[config.mk]
export PLATFORM = sky130hd
export DESIGN_NAME = uart_buffered_flat
export DESIGN_NICKNAME = d
export VERILOG_FILES = /design/src/rtl/rv_if.sv /design/src/rtl/uart_buffered.sv /design/src/flat_wrapper.sv
export SDC_FILE = /design/constraint.sdc
export NUM_CORES = 1
export LEC_CHECK = 0
export BUFFER_PORTS_ARGS = -buffer_cell sky130_fd_sc_hd__buf_2
export CAP_MARGIN = 20
export CORE_UTILIZATION = 37
export DETAILED_ROUTE_END_ITERATION = 8
export SLEW_MARGIN = 0
export SYNTH_ARGS = -nofsm -noshare
export SYNTH_HDL_FRONTEND = slang
export SYNTH_SLANG_ARGS = --single-unit
[constraint.sdc]
create_clock -name clk -period 5.8 [get_ports clk]
set_input_delay 0.87 -clock clk [delete_from_list [all_inputs] [get_ports clk]]
set_output_delay 0.87 -clock clk [all_outputs]
set_load 0.005 [all_outputs]
[src/rtl/rv_if.sv]
// rv_if: valid/ready byte channel between the core's MMIO
// block and its peripherals.
interface rv_if;
  logic       valid;
  logic       ready;
  logic [7:0] data;

  modport TX (output valid, output data, input ready);
  modport RX (input valid, input data, output ready);
endinterface

[src/rtl/uart_buffered.sv]
// uart_buffered: FIFO-buffered UART with configurable framing,
// mid-bit RX sampling and sticky receive error flags.
module uart_buffered #(
  parameter int CLOCK_FREQ = 125_000_000,
  parameter int BAUD_RATE  = 115_200,
  parameter int DATA_BITS  = 8,
  parameter int PARITY     = 0,
  parameter int STOP_BITS  = 1,
  parameter int TX_DEPTH   = 4,
  parameter int RX_DEPTH   = 4
) (
  input  logic                      clk,
  input  logic                      rst,
  rv_if.RX                          send_req,
  rv_if.TX                          recv_rsp,
  input  logic                      serial_in,
  output logic                      serial_out,
  input  logic                      err_clr,
  output logic                      rx_err_frame,
  output logic                      rx_err_parity,
  output logic                      rx_overrun,
  output logic [$clog2(TX_DEPTH):0] tx_count,
  output logic [$clog2(RX_DEPTH):0] rx_count
);
  localparam int CPB = CLOCK_FREQ / BAUD_RATE;
  localparam int CW  = $clog2(STOP_BITS * CPB + 1);
  localparam int BW  = $clog2(DATA_BITS);
  localparam int TAW = $clog2(TX_DEPTH);
  localparam int RAW = $clog2(RX_DEPTH);
  localparam int TCW = TAW + 1;
  localparam int RCW = RAW + 1;

  localparam logic [CW-1:0]  BIT_LAST  = CW'(CPB - 1);
  localparam logic [CW-1:0]  HALF_LAST = CW'(CPB / 2 - 1);
  localparam logic [CW-1:0]  STOP_LAST = CW'(STOP_BITS * CPB - 1);
  localparam logic [BW-1:0]  DATA_LAST = BW'(DATA_BITS - 1);
  localparam logic [TCW-1:0] TX_FULL   = TCW'(TX_DEPTH);
  localparam logic [RCW-1:0] RX_FULL   = RCW'(RX_DEPTH);
  localparam logic           ODD       = (PARITY == 2);
  localparam logic           HAS_PAR   = (PARITY != 0);

  typedef enum logic [2:0] {
    S_IDLE, S_START, S_DATA, S_PARITY, S_STOP
  } state_t;

  // ---------------- TX ----------------
  logic [DATA_BITS-1:0] tx_mem [TX_DEPTH];
  logic [TAW-1:0]       tx_wr;
  logic [TAW-1:0]       tx_rd;
  logic [DATA_BITS-1:0] tx_head;
  logic [DATA_BITS-1:0] tx_shift;
  logic [CW-1:0]        tx_cnt;
  logic [BW-1:0]        tx_bit;
  logic                 tx_par;
  logic                 tx_push;
  logic                 tx_pop;
  logic                 tx_avail;
  state_t               tx_state;

  assign send_req.ready = (tx_count != TX_FULL);
  assign tx_push  = send_req.valid && send_req.ready;
  assign tx_avail = (tx_count != '0);
  assign tx_head  = tx_mem[tx_rd];
  // Pop on the cycle a new frame starts, so frames chain with no gap.
  assign tx_pop   = tx_avail &&
                    ((tx_state == S_IDLE) ||
                     (tx_state == S_STOP && tx_cnt == STOP_LAST));

  always_ff @(posedge clk) begin
    if (tx_push) tx_mem[tx_wr] <= send_req.data[DATA_BITS-1:0];
  end

  always_ff @(posedge clk or negedge rst) begin
    if (!rst) begin
      tx_wr    <= '0;
      tx_rd    <= '0;
      tx_count <= '0;
    end else begin
      if (tx_push) tx_wr <= tx_wr + TAW'(1);
      if (tx_pop)  tx_rd <= tx_rd + TAW'(1);
      tx_count <= tx_count + TCW'(tx_push) - TCW'(tx_pop);
    end
  end

  always_ff @(posedge clk or negedge rst) begin
    if (!rst) begin
      tx_state <= S_IDLE;
      tx_cnt   <= '0;
      tx_bit   <= '0;
      tx_shift <= '0;
      tx_par   <= 1'b0;
    end else begin
      if (tx_pop) begin
        tx_shift <= tx_head;
        tx_par   <= (^tx_head) ^ ODD;
      end
      unique case (tx_state)
        S_IDLE: begin
          if (tx_pop) begin
            tx_state <= S_START;
            tx_cnt   <= '0;
          end
        end
        S_START: begin
          if (tx_cnt == BIT_LAST) begin
            tx_cnt   <= '0;
            tx_bit   <= '0;
            tx_state <= S_DATA;
          end else begin
            tx_cnt <= tx_cnt + CW'(1);
          end
        end
        S_DATA: begin
          if (tx_cnt == BIT_LAST) begin
            tx_cnt   <= '0;
            tx_shift <= tx_shift >> 1;
            tx_bit   <= tx_bit + BW'(1);
            if (tx_bit == DATA_LAST)
              tx_state <= HAS_PAR ? S_PARITY : S_STOP;
          end else begin
            tx_cnt <= tx_cnt + CW'(1);
          end
        end
        S_PARITY: begin
          if (tx_cnt == BIT_LAST) begin
            tx_cnt   <= '0;
            tx_state <= S_STOP;
          end else begin
            tx_cnt <= tx_cnt + CW'(1);
          end
        end
        S_STOP: begin
          if (tx_cnt == STOP_LAST) begin
            tx_cnt   <= '0;
            tx_state <= tx_pop ? S_START : S_IDLE;
          end else begin
            tx_cnt <= tx_cnt + CW'(1);
          end
        end
        default: tx_state <= S_IDLE;
      endcase
    end
  end

  always_ff @(posedge clk or negedge rst) begin
    if (!rst) begin
      serial_out <= 1'b1;
    end else begin
      unique case (tx_state)
        S_START:  serial_out <= 1'b0;
        S_DATA:   serial_out <= tx_shift[0];
        S_PARITY: serial_out <= tx_par;
        default:  serial_out <= 1'b1;
      endcase
    end
  end

  // ---------------- RX ----------------
  logic [1:0]           rx_sync;
  logic                 rx_s;
  logic                 rx_prev;
  logic [DATA_BITS-1:0] rx_mem [RX_DEPTH];
  logic [RAW-1:0]       rx_wr;
  logic [RAW-1:0]       rx_rd;
  logic [DATA_BITS-1:0] rx_shift;
  logic [CW-1:0]        rx_cnt;
  logic [BW-1:0]        rx_bit;
  logic                 rx_pbit;
  logic                 rx_sample;
  logic                 rx_done;
  logic                 par_bad;
  logic                 frame_set;
  logic                 par_set;
  logic                 ovr_set;
  logic                 rx_push;
  logic                 rx_full;
  logic                 rx_wr_en;
  logic                 rx_pop;
  state_t               rx_state;

  always_ff @(posedge clk or negedge rst) begin
    if (!rst) begin
      rx_sync <= 2'b11;
      rx_prev <= 1'b1;
    end else begin
      rx_sync <= {rx_sync[0], serial_in};
      rx_prev <= rx_sync[1];
    end
  end

  assign rx_s      = rx_sync[1];
  assign rx_sample = (rx_cnt == BIT_LAST);
  assign rx_done   = (rx_state == S_STOP) && rx_sample;
  assign par_bad   = HAS_PAR && (rx_pbit != ((^rx_shift) ^ ODD));
  assign frame_set = rx_done && !rx_s;
  assign par_set   = rx_done && rx_s && par_bad;
  assign rx_push   = rx_done && rx_s && !par_bad;
  assign rx_full   = (rx_count == RX_FULL);
  assign rx_pop    = recv_rsp.valid && recv_rsp.ready;
  // A same-cycle pop frees a slot, so a full FIFO can still accept.
  assign ovr_set   = rx_push && rx_full && !rx_pop;
  assign rx_wr_en  = rx_push && (!rx_full || rx_pop);

  assign recv_rsp.valid = (rx_count != '0);
  assign recv_rsp.data  = 8'(rx_mem[rx_rd]);

  always_ff @(posedge clk or negedge rst) begin
    if (!rst) begin
      rx_state <= S_IDLE;
      rx_cnt   <= '0;
      rx_bit   <= '0;
      rx_shift <= '0;
      rx_pbit  <= 1'b0;
    end else begin
      unique case (rx_state)
        S_IDLE: begin
          if (rx_prev && !rx_s) begin
            rx_state <= S_START;
            rx_cnt   <= '0;
          end
        end
        S_START: begin
          if (rx_cnt == HALF_LAST) begin
            rx_cnt   <= '0;
            rx_bit   <= '0;
            rx_state <= rx_s ? S_IDLE : S_DATA;
          end else begin
            rx_cnt <= rx_cnt + CW'(1);
          end
        end
        S_DATA: begin
          if (rx_sample) begin
            rx_cnt   <= '0;
            rx_shift <= {rx_s, rx_shift[DATA_BITS-1:1]};
            rx_bit   <= rx_bit + BW'(1);
            if (rx_bit == DATA_LAST)
              rx_state <= HAS_PAR ? S_PARITY : S_STOP;
          end else begin
            rx_cnt <= rx_cnt + CW'(1);
          end
        end
        S_PARITY: begin
          if (rx_sample) begin
            rx_cnt   <= '0;
            rx_pbit  <= rx_s;
            rx_state <= S_STOP;
          end else begin
            rx_cnt <= rx_cnt + CW'(1);
          end
        end
        S_STOP: begin
          if (rx_sample) begin
            rx_cnt   <= '0;
            rx_state <= S_IDLE;
          end else begin
            rx_cnt <= rx_cnt + CW'(1);
          end
        end
        default: rx_state <= S_IDLE;
      endcase
    end
  end

  always_ff @(posedge clk) begin
    if (rx_wr_en) rx_mem[rx_wr] <= rx_shift;
  end

  always_ff @(posedge clk or negedge rst) begin
    if (!rst) begin
      rx_wr    <= '0;
      rx_rd    <= '0;
      rx_count <= '0;
    end else begin
      if (rx_wr_en) rx_wr <= rx_wr + RAW'(1);
      if (rx_pop)   rx_rd <= rx_rd + RAW'(1);
      rx_count <= rx_count + RCW'(rx_wr_en) - RCW'(rx_pop);
    end
  end

  always_ff @(posedge clk or negedge rst) begin
    if (!rst) begin
      rx_err_frame  <= 1'b0;
      rx_err_parity <= 1'b0;
      rx_overrun    <= 1'b0;
    end else begin
      rx_err_frame  <= frame_set | (rx_err_frame  & ~err_clr);
      rx_err_parity <= par_set   | (rx_err_parity & ~err_clr);
      rx_overrun    <= ovr_set   | (rx_overrun    & ~err_clr);
    end
  end
endmodule

[src/flat_wrapper.sv]
// flat-port wrapper written by rule: the top's interface ports become plain ports
module uart_buffered_flat 
#(
  parameter int CLOCK_FREQ = 125_000_000,
  parameter int BAUD_RATE  = 115_200,
  parameter int DATA_BITS  = 8,
  parameter int PARITY     = 0,
  parameter int STOP_BITS  = 1,
  parameter int TX_DEPTH   = 4,
  parameter int RX_DEPTH   = 4
)
  (clk, rst, serial_in, serial_out, err_clr, rx_err_frame, rx_err_parity, rx_overrun, tx_count, rx_count, send_req_valid, send_req_data, send_req_ready, recv_rsp_valid, recv_rsp_data, recv_rsp_ready);
  rv_if send_req_i ();
  rv_if recv_rsp_i ();
  input  logic clk;
  input  logic rst;
  input  logic serial_in;
  output logic serial_out;
  input  logic err_clr;
  output logic rx_err_frame;
  output logic rx_err_parity;
  output logic rx_overrun;
  output logic [$clog2(TX_DEPTH):0] tx_count;
  output logic [$clog2(RX_DEPTH):0] rx_count;
  input wire logic [$bits(send_req_i.valid)-1:0] send_req_valid;
  input wire logic [$bits(send_req_i.data)-1:0] send_req_data;
  output wire logic [$bits(send_req_i.ready)-1:0] send_req_ready;
  output wire logic [$bits(recv_rsp_i.valid)-1:0] recv_rsp_valid;
  output wire logic [$bits(recv_rsp_i.data)-1:0] recv_rsp_data;
  input wire logic [$bits(recv_rsp_i.ready)-1:0] recv_rsp_ready;
  assign send_req_i.valid = send_req_valid;
  assign send_req_i.data = send_req_data;
  assign send_req_ready = send_req_i.ready;
  assign recv_rsp_valid = recv_rsp_i.valid;
  assign recv_rsp_data = recv_rsp_i.data;
  assign recv_rsp_i.ready = recv_rsp_ready;
  uart_buffered #(.CLOCK_FREQ(CLOCK_FREQ), .BAUD_RATE(BAUD_RATE), .DATA_BITS(DATA_BITS), .PARITY(PARITY), .STOP_BITS(STOP_BITS), .TX_DEPTH(TX_DEPTH), .RX_DEPTH(RX_DEPTH)) u_core (.clk(clk), .rst(rst), .send_req(send_req_i), .recv_rsp(recv_rsp_i), .serial_in(serial_in), .serial_out(serial_out), .err_clr(err_clr), .rx_err_frame(rx_err_frame), .rx_err_parity(rx_err_parity), .rx_overrun(rx_overrun), .tx_count(tx_count), .rx_count(rx_count));
endmodule
* After elaboration in Yosys (flattened, before gate mapping)
Memory sizes are Yosys's and may differ from the RTL's.
Cells that the tools add are included.
** Word-level totals
- Bits in writable memories :: 64
- Memories :: 2
- Output and inout bits :: 20
- Register bits after elaboration :: 72
- Logic and storage cells :: 139
- Input bits :: 14
** Operators by class
- Eq/ne operators :: 27
- Muxes and demuxes :: 37
- $add $sub $neg :: 12
- Reduce and logical (&&, ||, !) cells :: 34
- Bitwise gates (word level) :: 6
** Memory list
- u_core.rx_mem :: words 4, width 8, read ports 1, clocked after Yosys merged registers in 0, write ports 1, RTL line uart_buffered.sv:162 : logic [DATA_BITS-1:0] rx_mem [RX_DEPTH];
- u_core.tx_mem :: words 4, width 8, read ports 1, clocked after Yosys merged registers in 0, write ports 1, RTL line uart_buffered.sv:47 : logic [DATA_BITS-1:0] tx_mem [TX_DEPTH];
** Operators with widths (count)
- two-way mux 11 bit :: 5
- two-way mux 3 bit :: 16
- one-hot mux 11 bit (3 select lines) :: 1
- one-hot mux 3 bit (5 select lines) :: 2
- two-way mux 8 bit :: 3
- adder 11 x 1 -> 11 bit (second input constant) :: 2
- equality test 11 bit (second input constant) :: 2
- inequality test 2 x 1 -> 1 bit (second input constant) :: 11
- one-hot mux 11 bit (2 select lines) :: 1
- equality test 3 bit (second input constant) :: 5
- equality test 3 x 2 -> 1 bit (second input constant) :: 4
- one-hot mux 3 bit (2 select lines) :: 2
- AND reduction 6 bit :: 2
- equality test 11 x 10 -> 1 bit (second input constant) :: 1
- logical AND 1 bit :: 11
- nonzero test 3 bit :: 3
- adder 2 x 1 -> 2 bit (second input constant) :: 4
- XOR reduction 8 bit :: 1
- adder 3 x 1 -> 3 bit :: 2
- adder 3 x 1 -> 3 bit (second input constant) :: 2
- equality test 3 x 1 -> 1 bit (second input constant) :: 2
- zero test 3 bit :: 2
- AND reduction 2 bit :: 3
- AND reduction 3 bit :: 2
- other kinds (14) :: 27

* Depth between registers and ports, before layout
Gate-level depths: netlist of run 1.
- Depth after elaboration :: 7
- Mapped depth :: 11

* Least setup slack after synthesis of run 1
No wires, ideal clock.
- Path type :: input -> register
- Start point :: input port recv_rsp_ready
- End point :: register u_core.rx_count[2]
- Cell stages on the path :: 6
- Buffers on the path :: 1
- Data required time :: 5.677 ns
- Setup time :: 0.123 ns
- Data arrival time :: 2.482 ns
- Slack :: 3.196 ns
- Cells stage by stage :: or4b_2 nor2b_1 clkbuf_1 ha_1 fa_1 xnor2_1
** On the way
- Longest elaborated chain between the ends :: 5
** Ends and longest elaborated chain
- start, declared :: RTL line flat_wrapper.sv:30 : input wire logic [$bits(recv_rsp_i.ready)-1:0] recv_rsp_ready;
- logical AND 1 bit :: RTL line uart_buffered.sv:199 : assign rx_pop = recv_rsp.valid && recv_rsp.ready;
- logical OR 1 bit :: RTL line uart_buffered.sv:202 : assign rx_wr_en = rx_push && (!rx_full || rx_pop);
- logical AND 1 bit :: RTL line uart_buffered.sv:202
- net u_core.rx_wr_en :: RTL line uart_buffered.sv:177 : logic rx_wr_en;
- adder 3 x 1 -> 3 bit :: RTL line uart_buffered.sv:276 : rx_count <= rx_count + RCW'(rx_wr_en) - RCW'(rx_pop);
- subtractor 3 x 1 -> 3 bit :: RTL line uart_buffered.sv:276
- end signal, assigned :: RTL line uart_buffered.sv:276
- end, declared :: RTL line uart_buffered.sv:23 : output logic [$clog2(RX_DEPTH):0] rx_count
The timed path passes the listed nets, and every way through them passes these cells.
A chain may end at the register's enable or synchronous reset.

* Final worst setup path of run 1
- Start point :: register u_core.tx_cnt[6]
- End point :: register u_core.tx_count[2]
** On the way
- Longest elaborated chain between the ends :: 5
** Ends and longest elaborated chain
- start, declared :: RTL line uart_buffered.sv:52 : logic [CW-1:0] tx_cnt;
- start signal, assigned :: RTL line uart_buffered.sv:110 : tx_cnt <= tx_cnt + CW'(1);
- start signal, assigned :: RTL line uart_buffered.sv:121 : tx_cnt <= tx_cnt + CW'(1);
- start signal, assigned :: RTL line uart_buffered.sv:129 : tx_cnt <= tx_cnt + CW'(1);
- equality test 11 bit :: RTL line uart_buffered.sv:67 : (tx_state == S_STOP && tx_cnt == STOP_LAST));
- logical AND 1 bit :: RTL line uart_buffered.sv:67
- logical OR 1 bit :: RTL line uart_buffered.sv:66 : ((tx_state == S_IDLE) ||
- logical AND 1 bit :: RTL line uart_buffered.sv:65 : assign tx_pop = tx_avail &&
- subtractor 3 x 1 -> 3 bit :: RTL line uart_buffered.sv:81 : tx_count <= tx_count + TCW'(tx_push) - TCW'(tx_pop);
- end signal, assigned :: RTL line uart_buffered.sv:81
- end, declared :: RTL line uart_buffered.sv:22 : output logic [$clog2(TX_DEPTH):0] tx_count,
Every way passes these cells.

==> impl_results.md, run 1 <==
- Status: finished clean
- Comb pwr share: 0.132
- Via count: roughly 3700
- Netlist Area Pre-Place: between 0.006 and 0.007 mm^2
- CTS tree: done
- Initial detailed-routing violation count: 242
- GPL Wtd Cong: just under 0.8
- Post-synth ARST share: 0.529
- RSZ-0062 raised after global routing: no
- Worst path required time: a little over 6 ns
- # IOs: 34
- Worst Hold Depth: 0
- Slowest stage delay, CP: 0.59 ns
- Final ANT Viol Nets: 0
- Final Cell Area: approximately 0.007 mm^2
- Crit Path Category: register to register
- CP cell instances: or4b_4 -> o31ai_1 -> nand3_1 -> or2_2 -> fa_1 -> xor2_1 -> xnor2_1
- Crit-path slowest cell: nand3_1
- Clock root buffer: clkbuf_16
- Cell depth of the worst setup path: 7
- Clk_skew: 0.00896 ns
- Die W: 131 um
- FMAX: between 0.3 and 0.4 GHz
- Post-synth cell types: 50
- Clk_lat worst skew: 0.42 ns
- Largest net degree at the start of global routing: 73
- Synth area leader: edfxtp_1
- Syn. warnings: 0
- Diode count: 0
- Crit. End Element: register
- Setup Buffers After CTS: 0
- Placed inst area: 0.00649 mm^2
- Sw Share: 0.270
- Maximum VDD drop: 0.000218 V
- Max-slew violations: 0
- Initial core utilization: 0.383
- Antenna violations before repair: 0
- Syn_nets: between 400 and 500
- Slew margin rel.: 0.374
- Num rows: 46
- DRC Markers: 0
- Area grow syn2layout: 16.0%
- Yosys top cell area share: 0.314
- Top post-synthesis cells by area: edfxtp_1 31%, dfrtp_1 28%, mux4_2 5.9%, ha_1 4.1%, mux2_2 2.6%
- Hold_buf cts: 0
- # resized after CTS: 0
- TritonCTS Buffers: 17
- Reg2reg path depth: 7
- Delay-heaviest family, CP: simple AND/OR/NAND/NOR gates
- Max_cap viols: 0
- Final layout net count: approximately 530
- Static leakage: between 3 and 4 nW
- Dpl hpwl: approximately 7300 um
- Non-Filler Instances: 720
- Final setup TNS: 0 ns
- First-pass GRT wire length: ~19000 um
- Pwr Density: approximately 370 mW/mm^2
- Core area: around 0.016 mm^2
- WL/cell: ~16 um
- Switching pwr: between 0.0007 and 0.0008 W
- Clock Tree Buf Depth: 2
- Critical Path Fanout Max: 13
- Internal power: roughly 0.0019 W
- Hold_ws: around 0.36 ns
- Layout cells sized above 1: 0.222
- Min Clock Period, post-route: 3.30 ns
- Worst path arrival time: ~3.6 ns
- GRT Residual Overflow: 0
- Area of the multi-input gates: 0.00223 mm^2
- TritonRoute pass-1 iters: 6
- Post-Syn Area per Cell: between 10 and 15 um^2
- Clock share of power: 0.423
- Cell Count Post-Placement: ~690
- CTS H-Tree Depth: 4
- Final hold violation count: 0
- Reg clk slew, reported paths: 0.06 ns
- Crit path buf inv count: 0
- Startpoint Class: register
- Cells after synthesis: 456
- FF/Latch Area: approximately 0.0037 mm^2
- Post-Route WL: around 11000 um
- Vias per Instance: 5.15
- Measured slew at the worst slew-check pin: approximately 0.94 ns
- Sink Count: approximately 140
- Overall routing resource usage: 0.150
- IO Port Bufs: 33
- Die Ht: approximately 130 um
- Fin crit share: 0.570
- Setup violations, final: 0
- #FFs+latches synth: around 140
- Hold Crit Class: register to register
- Die area: between 0.015 and 0.02 mm^2
- Vias in the first global route: ~3700
- Filler instances: ~1500
- Post-synth EDFFs: 64
- Post-synth top flop: dfrtp_1
- Sequential power share: 0.444
- Seq/Total Area, Yosys: 0.609
## cell usage in the layout (no fill, tap or decap), types with 6 or more instances in the layout
cell type and instances:
and2_1 7, nor2_1 31, edfxtp_1 64, mux4_2 16, nand4_1 9, inv_1 21, nand2b_1 6, ha_1 20
o31ai_1 6, o21ai_0 26, xnor2_1 13, and3_1 11, buf_2 32, a21oi_1 8, mux2_2 14, clkbuf_16 17
nand2_1 24, mux2i_1 8, a41o_1 6, nand3_1 10, dfrtp_1 68, a22o_1 13
## path summary, 6_finish.rpt
kind | start | endpoint | slack [ns]
max | u_core.tx_cnt[6]$_DFFE_PN0P_ | u_core.tx_count[2]$_DFF_PN0_ | 2.50
min | u_core.rx_sync[0]$_DFF_PN1_ | u_core.rx_sync[1]$_DFF_PN1_ | 0.36
max reg2reg | u_core.tx_cnt[6]$_DFFE_PN0P_ | u_core.tx_count[2]$_DFF_PN0_ | 2.50
min reg2reg | u_core.rx_sync[0]$_DFF_PN1_ | u_core.rx_sync[1]$_DFF_PN1_ | 0.36
max in group asynchronous | rst | u_core.rx_cnt[2]$_DFFE_PN0P_ | 4.60
min in group asynchronous | rst | u_core.tx_cnt[7]$_DFFE_PN0P_ | 0.59
## flip-flops by register name, summed over array words and instances, names as in the netlist, 3 cells and up
signal	cells
u_core.tx_bit	3
u_core.rx_shift	8
u_core.tx_mem	32
u_core.tx_cnt	11
u_core.tx_count	3
u_core.rx_bit	3
u_core.rx_mem	32
u_core.rx_cnt	11
u_core.rx_state	3
u_core.rx_count	3
u_core.tx_shift	8
u_core.tx_state	3
## final cells by class
cell class / count / area share
Sequential cell: 136 / 0.524
Inverter: 21 / 0.0111
Tap cell: 216 / 0.0380
Timing Repair Buffer: 36 / 0.0268
Clock buffer: 17 / 0.0598
Multi-Input combinational cell: 279 / 0.314
Clock inverter: 15 / 0.0260
## through the flow
step	util	total power, W	worst slack, ns
global route	0.444	0.00272	2.22
detailed placement	0.406	0.00152	2.48
finish	0.444	0.00260	2.50
floorplan	-	0.00141	3.20
global placement	0.406	0.00150	2.54
CTS	0.444	0.00263	2.47
## Yosys cell counts, drive strengths merged, types with 8 or more instances
cell    count
mux2       14
xnor2      13
and2        8
and3       11
inv        21
a21oi       8
mux4       16
a22o       13
nand2      24
nand4       9
mux2i       8
nand3      10
o21ai      27
clkbuf     13
dfrtp      68
edfxtp     64
nor2       31
ha         20
## layer usage
| metal | track usage | vias up | share of wire |
|---|---|---|---|
| met5 | 0 | - | 0 |
| met3 | 0.0444 | 18 | 0.040 |
| met2 | 0.238 | 76 | 0.49 |
| met4 | 0.0568 | 0 | 0.017 |
| li1 | - | 1774 | - |
| met1 | 0.193 | 1843 | 0.45 |
## power by group through the flow
stage	combinational (W)	sequential [W]	clock (W)
after floorplan	0.000265	0.00115	0
after global placement	0.000340	0.00116	0
after detailed placement	0.000349	0.00117	0
after CTS	0.000350	0.00115	0.00113
after global routing	0.000394	0.00116	0.00117
final	0.000344	0.00115	0.00110
## cell families (layout without fill, tap and decap cells)
kind of cell    count (synthesis)  after routing  share of synthesized area
xor+xnor                       18             18                     0.0257
mux                            38             38                     0.0976
flops                         136            136                      0.609
simple gates                  125            125                      0.109
buf+inv                        41             89                     0.0274
compound gates                 76             76                     0.0841
fa+ha+maj                      22             22                     0.0474
Power figures use the tool's default switching activity.
==> inputs of run 2 (changes only) <==
- ABC_AREA: unset -> 1
- clock period: 5.8 -> 2.8 ns (I/O delays scaled with it)
==> run 2 against run 1 <==
Net effect: global-route usage is 0.66 points lower; total power increased to 2.8 times the previous value; sequential share of layout area down 2.4 points; first-iteration DRC count down 0.41%; largest cell class unchanged.
==> impl_results.md, run 2 <==
- Clk_skew: 0.00709 ns (-0.00187 ns)
- Top post-synthesis cells by area: edfxtp_1 30%, dfrtp_1 26%, nand2_1 12%, inv_1 4.5%, ha_1 3.9%
- CP cell instances: inv_1 -> o21ai_0 -> o22ai_1 -> buf_2
- Die W: 134 um (+2.6%)
- Vias in the first global route: 4281 (+15%)
- Syn_nets: 727 (+48%)
- Largest regs: u_core.rx_mem (32), u_core.tx_mem (32)
- Post-synth EDFFs: 64 (unchanged)
- Delay-heaviest family, CP: flip-flops
- Setup violations, final: 0 (unchanged)
- Netlist Area Pre-Place: 0.00646 mm^2 (+5.4%)
- Synth area leader: edfxtp_1
- TritonCTS Buffers: 17 (unchanged)
- Reg clk slew, reported paths: 0.06 ns (about the same)
- Yosys top cell area share: 0.298 (-0.0161)
- # resized after CTS: 0 (unchanged)
- Clock Tree Buf Depth: 2 (unchanged)
- Setup Buffers After CTS: 0 (unchanged)
- #FFs+latches synth: 136 (unchanged)
- Clock share of power: 0.296 (-0.127)
- Slew margin rel.: 0.386 (+0.0124)
- Post-synth cell types: 38 (-24%)
- Hold Crit Class: input port to register
- RSZ-0062 raised after global routing: no
- Sink Count: 136 (unchanged)
- GRT Residual Overflow: 0 (unchanged)
- Initial detailed-routing violation count: 241 (-0.41%)
- Area grow syn2layout: 15.4%
- Overall routing resource usage: 0.143 (-0.00660)
- Antenna violations before repair: 0 (unchanged)
- Max-slew violations: 0 (unchanged)
- Post-Syn Area per Cell: 9.35 um^2 (-30%)
- Worst path required time: 2.38 ns (-3.73 ns)
- Vias per Instance: 4.58 (-11%)
- Fin crit share: 0.871
- Largest net degree at the start of global routing: 73 (unchanged)
- Maximum VDD drop: 0.000625 V (+190%)
- Worst path arrival time: 2.02 ns (-1.59 ns)
- Top post-synthesis cells by count: 204 x nand2_1, 77 x inv_1, 68 x dfrtp_1, 64 x edfxtp_1, 64 x nor2_1
- GPL Wtd Cong: 0.789 (+1.3%)
- Num rows: 47 (+2.2%)
- Seq/Total Area, Yosys: 0.577 (-0.0312)
- TritonRoute pass-1 iters: 5 (-1)
- Dpl hpwl: 7930 um (+8.1%)
- WL/cell: 12.1 um (-23%)
- Diode count: 0 (unchanged)
- CTS tree: done
- IO Port Bufs: 33 (unchanged)
- Max_cap viols: 0 (unchanged)
- Post-synth top flop: dfrtp_1
- Crit Path Category: register to output port
- Filler instances: 1622 (+8.3%)
- Min Clock Period, post-route: 2.44 ns
- Final setup TNS: 0 ns (unchanged)
- Crit. End Element: output port
- Final layout net count: 776 (+47%)
- Final Util: 0.443 (-0.00109)
- Via count: 4456 (+20%)
- Die area: 0.0180 mm^2 (+5.3%)
- Crit path buf inv count: 2 (+2)
- CTS H-Tree Depth: 4 (unchanged)
- Count leader, synth: nand2_1
- # IOs: 34 (unchanged)
- Most common cell after layout, fill and taps aside: nand2_1
- Core area: 0.0168 mm^2 (+5.1%)
- Syn. warnings: 0 (unchanged)
- Comb pwr share: 0.328 (+0.196)
- First-pass GRT wire length: 20000 um (+5.1%)
- Final hold violation count: 0 (unchanged)
- Hold_buf cts: 0 (unchanged)
- DRC Markers: 0 (unchanged)
- Final worst slack: 0.362 ns (-2.13 ns)
- Critical Path Fanout Max: 19 (+6)
- Sequential power share: 0.376 (-0.068)
- Startpoint Class: register
- Place WS: 0.497 ns (-1.98 ns)
- Crit-path slowest cell: dfrtp_1
- Status: finished clean
- Measured slew at the worst slew-check pin: 0.921 ns (-0.0186 ns)
- Post-Route WL: 11800 um (+3.5%)
- Internal power: 0.00453 W (+140%)
- Pwr Density: 977 mW/mm^2 (+170%)
- Initial core utilization: 0.384 (+0.00108)
- Switching pwr: 0.00276 W (+290%)
- Die Ht: 134 um (+2.6%)
- Post-synth ARST share: 0.529 (unchanged)
- FMAX: 0.410 GHz
- Most frequent cells in the layout: 204 x nand2_1, 77 x inv_1, 68 x dfrtp_1
- Sw Share: 0.379 (+0.108)
- Layout cells sized above 1: 0.143 (-0.0788)
- Static leakage: 3.43 nW (+13%)
- Clock root buffer: clkbuf_16
- Slowest stage delay, CP: 0.70 ns (+0.11 ns)
- Final ANT Viol Nets: 0 (unchanged)
- Clk_lat worst skew: 0.42 ns (about the same)
- Cells after synthesis: 691 (+52%)
[run 2: cell count changes after synthesis, moves of 9 or more]
| cell | change |
|---|---|
| mux4_2 | -16 |
| nand2_1 | +180 |
| xor2_1 | +10 |
| mux2_2 | -14 |
| inv_1 | +56 |
| nor2_1 | +33 |
| xnor2_1 | -9 |
| nor3_1 | +14 |
| a22o_1 | -11 |
| and3_1 | -11 |
| nand3_1 | +29 |
| clkbuf_1 | -10 |
| inv_2 | +9 |
[run 2: logic make-up (layout without fill, tap and decap cells)]
family,count (synthesis),after routing,share of synthesized area
xor+xnor,20,20,0.0283
fa+ha+maj,22,22,0.0449
compound gates,62,62,0.0529
simple gates,353,353,0.234
flops,136,136,0.577
buf+inv,98,160,0.0624
[run 2: worst paths after layout]
kind / startpoint / end / slack (ns) / cells past startpoint
min reg2reg: u_core.rx_sync[0]$_DFF_PN1_ / u_core.rx_sync[1]$_DFF_PN1_ / 0.36 / 0
max: u_core.rx_rd[0]$_DFFE_PN0P_ / recv_rsp_data[4] / 0.36 / 4
max in group asynchronous: rst / u_core.tx_count[0]$_DFF_PN0_ / 2.07 / 1
max reg2reg: u_core.rx_cnt[0]$_DFFE_PN0P_ / u_core.rx_count[2]$_DFF_PN0_ / 0.45 / 12
min: serial_in / u_core.rx_sync[0]$_DFF_PN1_ / 0.09 / 1
min in group asynchronous: rst / u_core.tx_rd[0]$_DFFE_PN0P_ / 0.13 / 1
[run 2: through the flow]
| step | hold WS [ns] | instance area [um^2] | std cells | total power, W |
|---|---|---|---|---|
| floorplan | 0.124 | 6460 | 691 | 0.00454 |
| global placement | 0.348 | 6890 | 941 | 0.00516 |
| detailed placement | 0.347 | 6890 | 941 | 0.00518 |
| CTS | 0.0725 | 7450 | 973 | 0.00738 |
| global route | 0.0787 | 7450 | 973 | 0.00785 |
| finish | 0.0937 | 7450 | 973 | 0.00728 |
[run 2: worst reg2reg max path: stages (launching register included)]
cell	delay, ns
dfrtp_1	0.40
inv_1	0.10
ha_1	0.22
nand2_1	0.06
nor3_1	0.05
nand2_1	0.10
inv_1	0.07
nand4_1	0.18
inv_1	0.12
ha_1	0.22
fa_1	0.37
xnor2_1	0.20
xor2_1	0.17
[run 2: power groups by stage]
stage               clock, W  sequential (W)  combinational, W
floorplan                  0         0.00265           0.00189
global placement           0         0.00278           0.00238
detailed placement         0         0.00277           0.00241
CTS                  0.00221         0.00274           0.00242
global route         0.00228         0.00279           0.00277
finish               0.00215         0.00274           0.00239
[run 2: layout make-up]
| class | count | area (um^2) | share of cell area |
|---|---|---|---|
| multi-input combinational | 457 | 2330 | 0.312 |
| inverter | 87 | 329 | 0.0441 |
| clock buffer | 17 | 425 | 0.0571 |
| sequential | 136 | 3730 | 0.500 |
| timing repair buffer | 41 | 228 | 0.0305 |
| clock inverter | 15 | 141 | 0.0190 |
| tap | 220 | 275 | 0.0369 |
[run 2: per-layer routing]
metal | global-route usage | up-vias | wire length (um)
li1 | - | 2337 | -
met3 | 0.0374 | 16 | 375
met2 | 0.232 | 64 | 5330
met5 | 0 | - | 0
met1 | 0.182 | 2039 | 5840
met4 | 0.0581 | 0 | 214
==> inputs of run 3 (changes only) <==
- CELL_PAD_IN_SITES_DETAIL_PLACEMENT: unset -> 0
- CELL_PAD_IN_SITES_GLOBAL_PLACEMENT: unset -> 1
- PLACE_DENSITY_LB_ADDON: unset -> 0.1
==> run 3 against run 2 <==
Net effect: via count increased by 2.1%; non-clock buffer count rose by 1; fmax rose by 2.6%.
==> impl_results.md, run 3 (synthesized netlist as in run 2, its figures left out) <==
- Final hold violation count: 0 (unchanged)
- Hold Startpoint: serial_in
- Clock share of power: 0.282 (-0.014)
- Setup Buffers After CTS: 0 (unchanged)
- CTS H-Tree Depth: 4 (unchanged)
- Startpoint Class: register
- Initial detailed-routing violation count: 240 (-0.41%)
- Diode count: 0 (unchanged)
- Slew margin rel.: 0.361 (-0.0247)
- DRC Markers: 0 (unchanged)
- Worst path arrival time: 2.67 ns (+0.65 ns)
- Clk_lat worst skew: 0.41 ns (about the same)
- Clock root buffer: clkbuf_16
- Reg2reg path depth: 11 (-1)
- Largest regs: u_core.rx_mem (32), u_core.tx_mem (32)
- Dpl hpwl: 8800 um (+11%)
- TritonCTS Buffers: 17 (unchanged)
- Crit. End Element: register
- Layout cells sized above 1: 0.138 (-0.00531)
- Internal power: 0.00451 W (-0.24%)
- Crit path top cell by count: nand2_1
- Final ANT Viol Nets: 0 (unchanged)
- Worst reg2reg startpoint: u_core.tx_cnt[0]$_DFFE_PN0P_
- Largest net degree at the start of global routing: 73 (unchanged)
- Placed inst area: 0.00690 mm^2 (+0.11%)
- Slowest stage delay, CP: 0.38 ns (-0.32 ns)
- Core area: 0.0168 mm^2 (unchanged)
- Die W: 134 um (unchanged)
- Initial core utilization: 0.384 (unchanged)
- Hold_ws: 0.120 ns (+0.0260 ns)
- RSZ-0062 raised after global routing: no
- Area grow syn2layout: 15.1%
- Vias in the first global route: 4489 (+4.9%)
- CP cell instances: inv_1 -> ha_1 -> nand2_1 -> nor2_1 -> nand2_1 -> nand2_1 -> nand3_2 -> xor2_1 -> ha_1 -> fa_1 -> xor2_1
- Num rows: 47 (unchanged)
- CTS tree: done
- Comb pwr share: 0.343 (+0.015)
- WL/cell: 13.1 um (+8.4%)
- Switching pwr: 0.00273 W (-1.0%)
- Most common cell after layout, fill and taps aside: nand2_1
- Sink Count: 136 (unchanged)
- GPL Wtd Cong: 0.766 (-2.9%)
- FMAX: 0.421 GHz (+2.6%)
- Reg2reg end: u_core.tx_count[2]$_DFF_PN0_
- Min Clock Period, post-route: 2.38 ns (-0.0620 ns)
- IO Port Bufs: 33 (unchanged)
- Worst path required time: 3.09 ns (+0.71 ns)
- Crit-path slowest cell: dfrtp_1
- Die Ht: 134 um (unchanged)
- Hold Crit Class: input port to register
- Antenna violations before repair: 0 (unchanged)
- Final setup TNS: 0 ns (unchanged)
- Hold_buf cts: 0 (unchanged)
- Maximum VDD drop: 0.000467 V (-25%)
- Status: finished clean
- Most frequent cells in the layout: 204 x nand2_1, 77 x inv_1, 68 x dfrtp_1
- Place WS: 0.417 ns (-0.0801 ns)
- Via count: 4549 (+2.1%)
- Setup slack, reg-to-reg: 0.42 ns (-0.03 ns)
- Die area: 0.0180 mm^2 (unchanged)
- GRT Residual Overflow: 0 (unchanged)
- Delay-heaviest family, CP: adder cells
- Clock Tree Buf Depth: 2 (unchanged)
- # IOs: 34 (unchanged)
- Final worst slack: 0.424 ns (+0.0620 ns)
- Worst Hold Depth: 1 (unchanged)
- Final layout net count: 777 (+0.13%)
- Measured slew at the worst slew-check pin: 0.958 ns (+0.0371 ns)
- Clk_skew: 0.00544 ns (-0.00165 ns)
- Fin crit share: 0.848 (-0.0221)
- TritonRoute pass-1 iters: 4 (-1)
- Sequential power share: 0.375 (about the same)
- Crit Path Category: register to register
- First-pass GRT wire length: 21700 um (+9.0%)
- Reg clk slew, reported paths: 0.06 ns (about the same)
- Overall routing resource usage: 0.156 (+0.0132)
- # resized after CTS: 0 (unchanged)
- Max_cap viols: 0 (unchanged)
- Crit path buf inv count: 1 (-1)
- Max-slew violations: 0 (unchanged)
- Total Power: 0.00724 W (-0.53%)
- Setup violations, final: 0 (unchanged)
- Final Cell Area: 0.00743 mm^2 (-0.27%)
- Sw Share: 0.377 (-0.00181)
- Critical Path Fanout Max: 9 (-10)
- Pwr Density: 974 mW/mm^2 (-0.27%)
- Min-Delay Endpoint: u_core.rx_sync[0]$_DFF_PN1_
- Post-Route WL: 12700 um (+8.4%)
- Static leakage: 3.40 nW (-0.76%)
- Vias per Instance: 4.68 (+2.1%)
==> run 3: cell count changes in the layout (fill, tap and decap cells not counted), sizes merged <==
cell,change
clkinv,-1
clkinvlp,+3
buf,+1
clkbuf,+3
inv,-6
==> run 3: per-layer routing <==
| layer | wire length (um) | vias to the layer above | part of all wire | global-route usage |
|---|---|---|---|---|
| met2 | 6000 | 55 | 0.47 | 0.256 |
| met3 | 305 | 18 | 0.024 | 0.0355 |
| li1 | - | 2342 | - | - |
| met1 | 6240 | 2134 | 0.49 | 0.201 |
| met4 | 192 | 0 | 0.015 | 0.0605 |
| met5 | 0 | - | 0 | 0 |
==> run 3: power groups by stage <==
| stage | combinational [W] | sequential [W] | clock, W |
|---|---|---|---|
| 4_1_cts | 0.00252 | 0.00272 | 0.00209 |
| 3_3_place_gp | 0.00247 | 0.00275 | 0 |
| 3_5_place_dp | 0.00252 | 0.00275 | 0 |
| 6_report | 0.00248 | 0.00272 | 0.00204 |
| 2_1_floorplan | 0.00189 | 0.00265 | 0 |
| 5_1_grt | 0.00292 | 0.00277 | 0.00218 |
==> run 3: how the worst max path moves through the flow <==
stage,from,end,slack (ns),cells after the start
global placement,u_core.tx_cnt[0]$_DFFE_PN0P_,u_core.tx_count[2]$_DFF_PN0_,0.47,11
detailed placement,u_core.tx_cnt[0]$_DFFE_PN0P_,u_core.tx_count[2]$_DFF_PN0_,0.42,11
floorplan,u_core.tx_cnt[0]$_DFFE_PN0P_,u_core.tx_count[2]$_DFF_PN0_,0.57,12
finish,u_core.tx_cnt[0]$_DFFE_PN0P_,u_core.tx_count[2]$_DFF_PN0_,0.42,11
CTS,u_core.tx_cnt[0]$_DFFE_PN0P_,u_core.tx_count[2]$_DFF_PN0_,0.40,11
global route,u_core.rx_cnt[0]$_DFFE_PN0P_,u_core.rx_count[2]$_DFF_PN0_,0.14,12
==> run 3: stage by stage <==
| stage | util | instances |
|---|---|---|
| CTS | 0.442 | 973 |
| floorplan | - | 691 |
| global route | 0.442 | 973 |
| global placement | 0.410 | 942 |
| detailed placement | 0.410 | 942 |
| finish | 0.442 | 973 |
==> run 3: cell type report <==
cell class              count  area, um^2
multi-input cells         457        2330
flip-flops and latches    136        3730
fillers                  1660        9380
clock buffers              20         437
well taps                 220         275
clock inverters            11         103
inverters                  87         329
repair buffers             42         235
